<file path="config.mk">
export PLATFORM = sky130hd
export DESIGN_NAME = dti_burst_seq_flat
export DESIGN_NICKNAME = d
export VERILOG_FILES = /design/src/rtl/dti_burst_seq_if.sv /design/src/rtl/dti_burst_seq.sv /design/src/flat_wrapper.sv
export SDC_FILE = /design/constraint.sdc
export NUM_CORES = 1
export LEC_CHECK = 0
export ABC_AREA = 1
export CAP_MARGIN = 20
export CORE_ASPECT_RATIO = 1.5
export CORE_UTILIZATION = 45
export CTS_CLUSTER_SIZE = 28
export DETAILED_ROUTE_END_ITERATION = 10
export PLACE_DENSITY = 0.74
export SETUP_SLACK_MARGIN = 0.1
export SYNTH_ARGS = -nofsm -noshare
export SYNTH_HDL_FRONTEND = slang
export SYNTH_SLANG_ARGS = --single-unit
export TNS_END_PERCENT = 10
</file>
<file path="constraint.sdc">
create_clock -name clk -period 2.95 [get_ports clk]
set_clock_uncertainty 0.05 [all_clocks]
set_input_delay 0.4425 -clock clk [delete_from_list [all_inputs] [get_ports clk]]
set_output_delay 0.4425 -clock clk [all_outputs]
set_load 0.1 [all_outputs]
</file>
<file path="src/rtl/dti_burst_seq_if.sv">
// Request, FIFO-read, downstream-beat and status signals of the burst sequencer.
// slave : the sequencer itself.
// master: whatever issues requests, feeds FIFO status and consumes beats.
interface dti_burst_seq_if #(
    parameter int WIDTH  = 32,
    parameter int BCNT_W = 16
);
    logic              req_valid;
    logic              req_ready;
    logic [WIDTH-1:0]  req_len;
    logic [1:0]        req_ratio;
    logic              abort;
    logic              fifo_empty;
    logic              fifo_rd_en;
    logic              out_valid;
    logic              out_ready;
    logic              out_last;
    logic              busy;
    logic              done;
    logic              err;
    logic [WIDTH-1:0]  remaining;
    logic [BCNT_W-1:0] beat_cnt;

    modport slave (
        input  req_valid, req_len, req_ratio, abort, fifo_empty, out_ready,
        output req_ready, fifo_rd_en, out_valid, out_last, busy, done, err,
               remaining, beat_cnt
    );

    modport master (
        output req_valid, req_len, req_ratio, abort, fifo_empty, out_ready,
        input  req_ready, fifo_rd_en, out_valid, out_last, busy, done, err,
               remaining, beat_cnt
    );
endinterface

</file>
<file path="src/rtl/dti_burst_seq.sv">
// Read-side burst sequencer: takes a (length, units-per-beat) request, pops
// the FIFO once per downstream handshake, counts remaining units down with
// saturation, marks the final beat and pulses done one cycle after it.
module dti_burst_seq #(
    parameter int WIDTH  = 32,
    parameter int BCNT_W = 16
) (
    input  logic               clk,
    input  logic               reset_n,
    dti_burst_seq_if.slave     bus
);

    typedef enum logic [1:0] {
        S_IDLE = 2'd0,
        S_RUN  = 2'd1,
        S_FIN  = 2'd2
    } state_t;

    state_t            r_state;
    state_t            w_state_next;

    logic [WIDTH-1:0]  r_remaining;
    logic [BCNT_W-1:0] r_beat_cnt;
    logic [1:0]        r_ratio;
    logic              r_done;
    logic              r_err;

    logic [WIDTH-1:0]  w_step;
    logic              w_req_ready;
    logic              w_busy;
    logic              w_out_valid;
    logic              w_beat;
    logic              w_last;
    logic              w_accept;
    logic              w_req_illegal;
    logic              w_req_zero;
    logic              w_req_start;

    // Units consumed per beat, decoded from the ratio latched at request time.
    always_comb begin
        case (r_ratio)
            2'b01:   w_step = WIDTH'(2);
            2'b10:   w_step = WIDTH'(4);
            default: w_step = WIDTH'(1);
        endcase
    end

    // Request classification: illegal ratio wins over zero length.
    assign w_accept      = bus.req_valid & w_req_ready;
    assign w_req_illegal = w_accept & (bus.req_ratio == 2'b11);
    assign w_req_zero    = w_accept & ~w_req_illegal & (bus.req_len == '0);
    assign w_req_start   = w_accept & ~w_req_illegal & (bus.req_len != '0);

    // A beat is a handshake on the downstream port; the FIFO pops on it.
    // The final beat may carry fewer units than the step (partial beat).
    assign w_beat = w_out_valid & bus.out_ready;
    assign w_last = w_out_valid & (r_remaining <= w_step);

    // State register.
    always_ff @(posedge clk or negedge reset_n) begin
        if (!reset_n) begin
            r_state <= S_IDLE;
        end else begin
            r_state <= w_state_next;
        end
    end

    // Next-state and per-state handshake outputs.
    always_comb begin
        w_state_next = r_state;
        w_req_ready  = 1'b0;
        w_busy       = 1'b0;
        w_out_valid  = 1'b0;
        case (r_state)
            S_IDLE: begin
                w_req_ready = 1'b1;
                if (w_req_start) begin
                    w_state_next = S_RUN;
                end
            end
            S_RUN: begin
                w_busy      = 1'b1;
                w_out_valid = ~bus.fifo_empty;
                if (bus.abort) begin
                    w_state_next = S_IDLE;
                end else if (w_beat && w_last) begin
                    w_state_next = S_FIN;
                end
            end
            S_FIN: begin
                w_state_next = S_IDLE;
            end
            default: begin
                w_state_next = S_IDLE;
            end
        endcase
    end

    // Remaining/beat counters, latched ratio and the done/err pulses.
    always_ff @(posedge clk or negedge reset_n) begin
        if (!reset_n) begin
            r_remaining <= '0;
            r_beat_cnt  <= '0;
            r_ratio     <= 2'b00;
            r_done      <= 1'b0;
            r_err       <= 1'b0;
        end else begin
            r_done <= 1'b0;
            r_err  <= 1'b0;
            case (r_state)
                S_IDLE: begin
                    if (w_req_illegal) begin
                        r_err <= 1'b1;
                    end else if (w_req_zero) begin
                        r_done     <= 1'b1;
                        r_beat_cnt <= '0;
                    end else if (w_req_start) begin
                        r_remaining <= bus.req_len;
                        r_ratio     <= bus.req_ratio;
                        r_beat_cnt  <= '0;
                    end
                end
                S_RUN: begin
                    // A handshake in the abort cycle still counts as a beat.
                    if (w_beat) begin
                        r_remaining <= (r_remaining > w_step) ? (r_remaining - w_step) : '0;
                        if (r_beat_cnt != '1) begin
                            r_beat_cnt <= r_beat_cnt + BCNT_W'(1);
                        end
                    end
                    if (bus.abort) begin
                        r_remaining <= '0;
                    end else if (w_beat && w_last) begin
                        r_done <= 1'b1;
                    end
                end
                S_FIN: begin
                    r_remaining <= '0;
                end
                default: begin
                    r_remaining <= '0;
                end
            endcase
        end
    end

    assign bus.req_ready  = w_req_ready;
    assign bus.busy       = w_busy;
    assign bus.out_valid  = w_out_valid;
    assign bus.fifo_rd_en = w_beat;
    assign bus.out_last   = w_last;
    assign bus.done       = r_done;
    assign bus.err        = r_err;
    assign bus.remaining  = r_remaining;
    assign bus.beat_cnt   = r_beat_cnt;

endmodule

</file>
<file path="src/flat_wrapper.sv">
// flat-port wrapper written by rule: the top's interface ports become plain ports
module dti_burst_seq_flat 
#(
    parameter int WIDTH  = 32,
    parameter int BCNT_W = 16
)
  (clk, reset_n, bus_req_valid, bus_req_len, bus_req_ratio, bus_abort, bus_fifo_empty, bus_out_ready, bus_req_ready, bus_fifo_rd_en, bus_out_valid, bus_out_last, bus_busy, bus_done, bus_err, bus_remaining, bus_beat_cnt);
  dti_burst_seq_if #(.WIDTH(WIDTH), .BCNT_W(BCNT_W)) bus_i ();
  input  logic clk;
  input  logic reset_n;
  input wire logic [$bits(bus_i.req_valid)-1:0] bus_req_valid;
  input wire logic [$bits(bus_i.req_len)-1:0] bus_req_len;
  input wire logic [$bits(bus_i.req_ratio)-1:0] bus_req_ratio;
  input wire logic [$bits(bus_i.abort)-1:0] bus_abort;
  input wire logic [$bits(bus_i.fifo_empty)-1:0] bus_fifo_empty;
  input wire logic [$bits(bus_i.out_ready)-1:0] bus_out_ready;
  output wire logic [$bits(bus_i.req_ready)-1:0] bus_req_ready;
  output wire logic [$bits(bus_i.fifo_rd_en)-1:0] bus_fifo_rd_en;
  output wire logic [$bits(bus_i.out_valid)-1:0] bus_out_valid;
  output wire logic [$bits(bus_i.out_last)-1:0] bus_out_last;
  output wire logic [$bits(bus_i.busy)-1:0] bus_busy;
  output wire logic [$bits(bus_i.done)-1:0] bus_done;
  output wire logic [$bits(bus_i.err)-1:0] bus_err;
  output wire logic [$bits(bus_i.remaining)-1:0] bus_remaining;
  output wire logic [$bits(bus_i.beat_cnt)-1:0] bus_beat_cnt;
  assign bus_i.req_valid = bus_req_valid;
  assign bus_i.req_len = bus_req_len;
  assign bus_i.req_ratio = bus_req_ratio;
  assign bus_i.abort = bus_abort;
  assign bus_i.fifo_empty = bus_fifo_empty;
  assign bus_i.out_ready = bus_out_ready;
  assign bus_req_ready = bus_i.req_ready;
  assign bus_fifo_rd_en = bus_i.fifo_rd_en;
  assign bus_out_valid = bus_i.out_valid;
  assign bus_out_last = bus_i.out_last;
  assign bus_busy = bus_i.busy;
  assign bus_done = bus_i.done;
  assign bus_err = bus_i.err;
  assign bus_remaining = bus_i.remaining;
  assign bus_beat_cnt = bus_i.beat_cnt;
  dti_burst_seq #(.WIDTH(WIDTH), .BCNT_W(BCNT_W)) u_core (.clk(clk), .reset_n(reset_n), .bus(bus_i));
endmodule
</file>
==> impl_metrics.tcl <==
set metrics [dict create \
    wl_met2_um 6760 \
    floorplan.initialDensity 0.468 \
    cts_tree "yes" \
    syn_to_final_growth_pct 30.1 \
    ios 95 \
    drc_errors 0 \
    vias 4424 \
    cts-root-buf "clkbuf_16" \
    grt_pass1_wl_um 20700 \
    peakVddDrop_v 0.000877 \
    leakage_nw 2.61 \
    track_usage 0.299 \
    powerDensity_mw_per_mm2 1160 \
    avgSynthCellArea_um2 6.12 \
    fin_util 0.608 \
    synthCells 647 \
    die_x_um 78.6 \
    top_layer "met4" \
    max_cap_viol_count 0 \
    synth_top_flop_cell "dfrtp_1" \
    totalWireLength_um 13000 \
    grt_max_degree 32 \
    cp.arrival_ns 2.95 \
    syn-num-nets 694 \
    synth_seq_cells 54 \
    period_needed_ns 2.82 \
    register_area_mm2 0.00135 \
    finalHoldViolations 0 \
    h-tree-depth 2 \
    avgViaCountPerCell 5.19 \
    slew_headroom 0.599 \
    wl_met3_um 730 \
    synth_cell_type_count 27 \
    status "completed" \
    row_count 41 \
    portBuffers 94 \
    cts_sinks 54 \
    ant_nets 0 \
    die_area_mm2 0.00918 \
    finalPower_w 0.00597 \
    ys_seq_area_frac 0.341 \
    worst_pin_slew_ns 0.600 \
    required_ns 3.09 \
    synth.cell_area_mm2 0.00396 \
    reg2reg_slack_ns 0.13 \
    setup-violations-final 0 \
    rsz0062_at_grt "true" \
    multi_input_area_mm2 0.00232 \
    place_area_mm2 0.00492 \
    place.gp.congestion 0.953 \
    crit_type "flop to flop" \
    grt_pass1_vias 4243 \
    yosysWarningCount 0 \
    fmax_mhz 355 \
    drive_gt1_frac 0.133 \
    hold_path.class "input port to asynchronous set/reset pin" \
    fill_cells 828 \
    drv_slew 0 \
    clk_latency_ns 0.30 \
    instances_no_fill 853 \
    cts.clk_slew.worst_paths_ns 0.07 \
    drtIter0Drc 302 \
    design.core.area_mm2 0.00846 \
    grt_overflow 0 \
    dieHeight_um 117 \
    cp-end-kind "flop" \
    async_flop_share 1.00 \
    fin_nets 792 \
    diodes 0 \
    drt-wirelength-per-cell_um 15.3 \
    synth-edff-count 0 \
    crit_path_max_fanout 5 \
    critical_path.startpoint_type "flop" \
    clk_path_buf_depth 2 \
    drt_pre_antenna_iters 5 \
    finalSetupTns_ns 0 \
    final_area_mm2 0.00515 \
    grt_antenna_before_repair 0 \
    numCtsBuffers 5 \
    hpwl_um 10300 \
    placed_cells 842 \
    wl_met1_um 4690 \
    timing.final.crit_share 0.955 \
]
path summary, 6_finish.rpt:
kind                                         start                        to  cells after the start
setup / recovery                 u_core.r_ratio[0]  u_core.bus.remaining[29]                     14
hold / removal                             reset_n  u_core.bus.remaining[11]                      1
min in group clk           u_core.bus.remaining[2]   u_core.bus.remaining[2]                      2
setup reg to reg                 u_core.r_ratio[0]  u_core.bus.remaining[29]                     14
hold reg to reg            u_core.bus.remaining[2]   u_core.bus.remaining[2]                      2
max in group asynchronous                  reset_n  u_core.bus.remaining[22]                      2
registers in the layout, indices dropped and copies added, names as in the netlist:
| signal | flops |
|---|---|
| u_core.r_state | 2 |
| u_core.r_ratio | 2 |
| u_core.bus.done | 1 |
| u_core.bus.remaining | 32 |
| u_core.bus.err | 1 |
| u_core.bus.beat_cnt | 16 |
layout make-up:
type,instances,area share
clock inverter,2,0.00243
multi-input combinational,506,0.450
inverter,73,0.0532
timing repair buffer,105,0.178
clock buffer,6,0.0270
tap,107,0.0260
sequential,54,0.263
stage by stage:
step           hold WS (ns)  worst slack (ns)
6_report             0.0186             0.133
3_5_place_dp          0.353             0.210
5_1_grt              0.0418           0.00733
3_3_place_gp          0.350             0.317
2_1_floorplan        0.0969            -0.204
4_1_cts              0.0328             0.127
routing by layer:
metal / vias up / GRT usage
met5: - / 0
met4: 0 / 0.206
met3: 57 / 0.0473
met2: 167 / 0.540
met1: 2009 / 0.316
li1: 2191 / -
synth_stat cells, types with 2 or more instances:
library cell,instances,area [um2]
nand2_1,268,1010
nor2_1,100,375
inv_1,71,267
dfrtp_1,54,1350
nand3_1,38,190
o21ai_0,28,140
xor2_1,16,140
o21ai_1,10,50.1
nand4_1,9,56.3
nor3_1,9,45.0
buf_4,6,45.0
ha_1,6,75.1
a21oi_1,5,25.0
buf_2,4,20.0
clkbuf_1,4,15.0
nand2_2,3,18.8
nor3b_1,3,22.5
inv_2,2,7.51
nor2_2,2,12.5
or2_2,2,12.5
worst max-delay path, cell delays in order, from the launching register on:
cell     delay, ns
dfrtp_1       0.39
buf_4         0.14
ha_1          0.22
inv_1         0.07
ha_1          0.23
nand2_1       0.09
nor2_1        0.04
nor2_1        0.34
nand2_1       0.23
nor2_1        0.50
nand3_1       0.13
nand3_1       0.11
nand2_1       0.05
nand2_1       0.05
nand2_1       0.05
placed cells by master (no fill, tap or decap), types with 2 or more instances in the layout:
| cell | n |
|---|---|
| nor2_1 | 98 |
| buf_12 | 3 |
| nand3_1 | 37 |
| inv_2 | 4 |
| buf_4 | 63 |
| o21ai_1 | 10 |
| a21oi_1 | 5 |
| or2_2 | 2 |
| ha_4 | 2 |
| dfrtp_1 | 54 |
| nor2_2 | 2 |
| nor3b_1 | 3 |
| nor2_4 | 3 |
| ha_1 | 4 |
| clkbuf_16 | 5 |
| nand2_2 | 6 |
| nand2_1 | 265 |
| xor2_1 | 16 |
| nor3_1 | 8 |
| nand4_1 | 9 |
| inv_1 | 69 |
| o21ai_0 | 28 |
| clkdlybuf4s50_1 | 38 |
what timing repair did:
item                       4_1_cts  5_1_grt
setup endpoints to repair        1       12
pin swaps                        0        3
gates resized for setup          4        9
setup buffers                    1        2
hold buffers                     0        0
cell families (layout without fill, tap and decap cells):
| family | after synthesis | after routing | synth area share |
|---|---|---|---|
| buf+inv | 87 | 186 | 0.0895 |
| flops | 54 | 54 | 0.341 |
| xor+xnor | 17 | 17 | 0.0376 |
| fa+ha+maj | 7 | 7 | 0.0240 |
| simple gates | 435 | 435 | 0.442 |
| compound gates | 47 | 47 | 0.0651 |
power breakdown:
group	leakage, nW	internal (W)	total [W]	switching [W]
Sequential	0.706	0.000968	0.00131	0.000337
Combinational	1.83	0.000961	0.00405	0.00309
Clock	0.0729	0.000337	0.000615	0.000278
No activity file was read; power rests on OpenSTA's default activity.
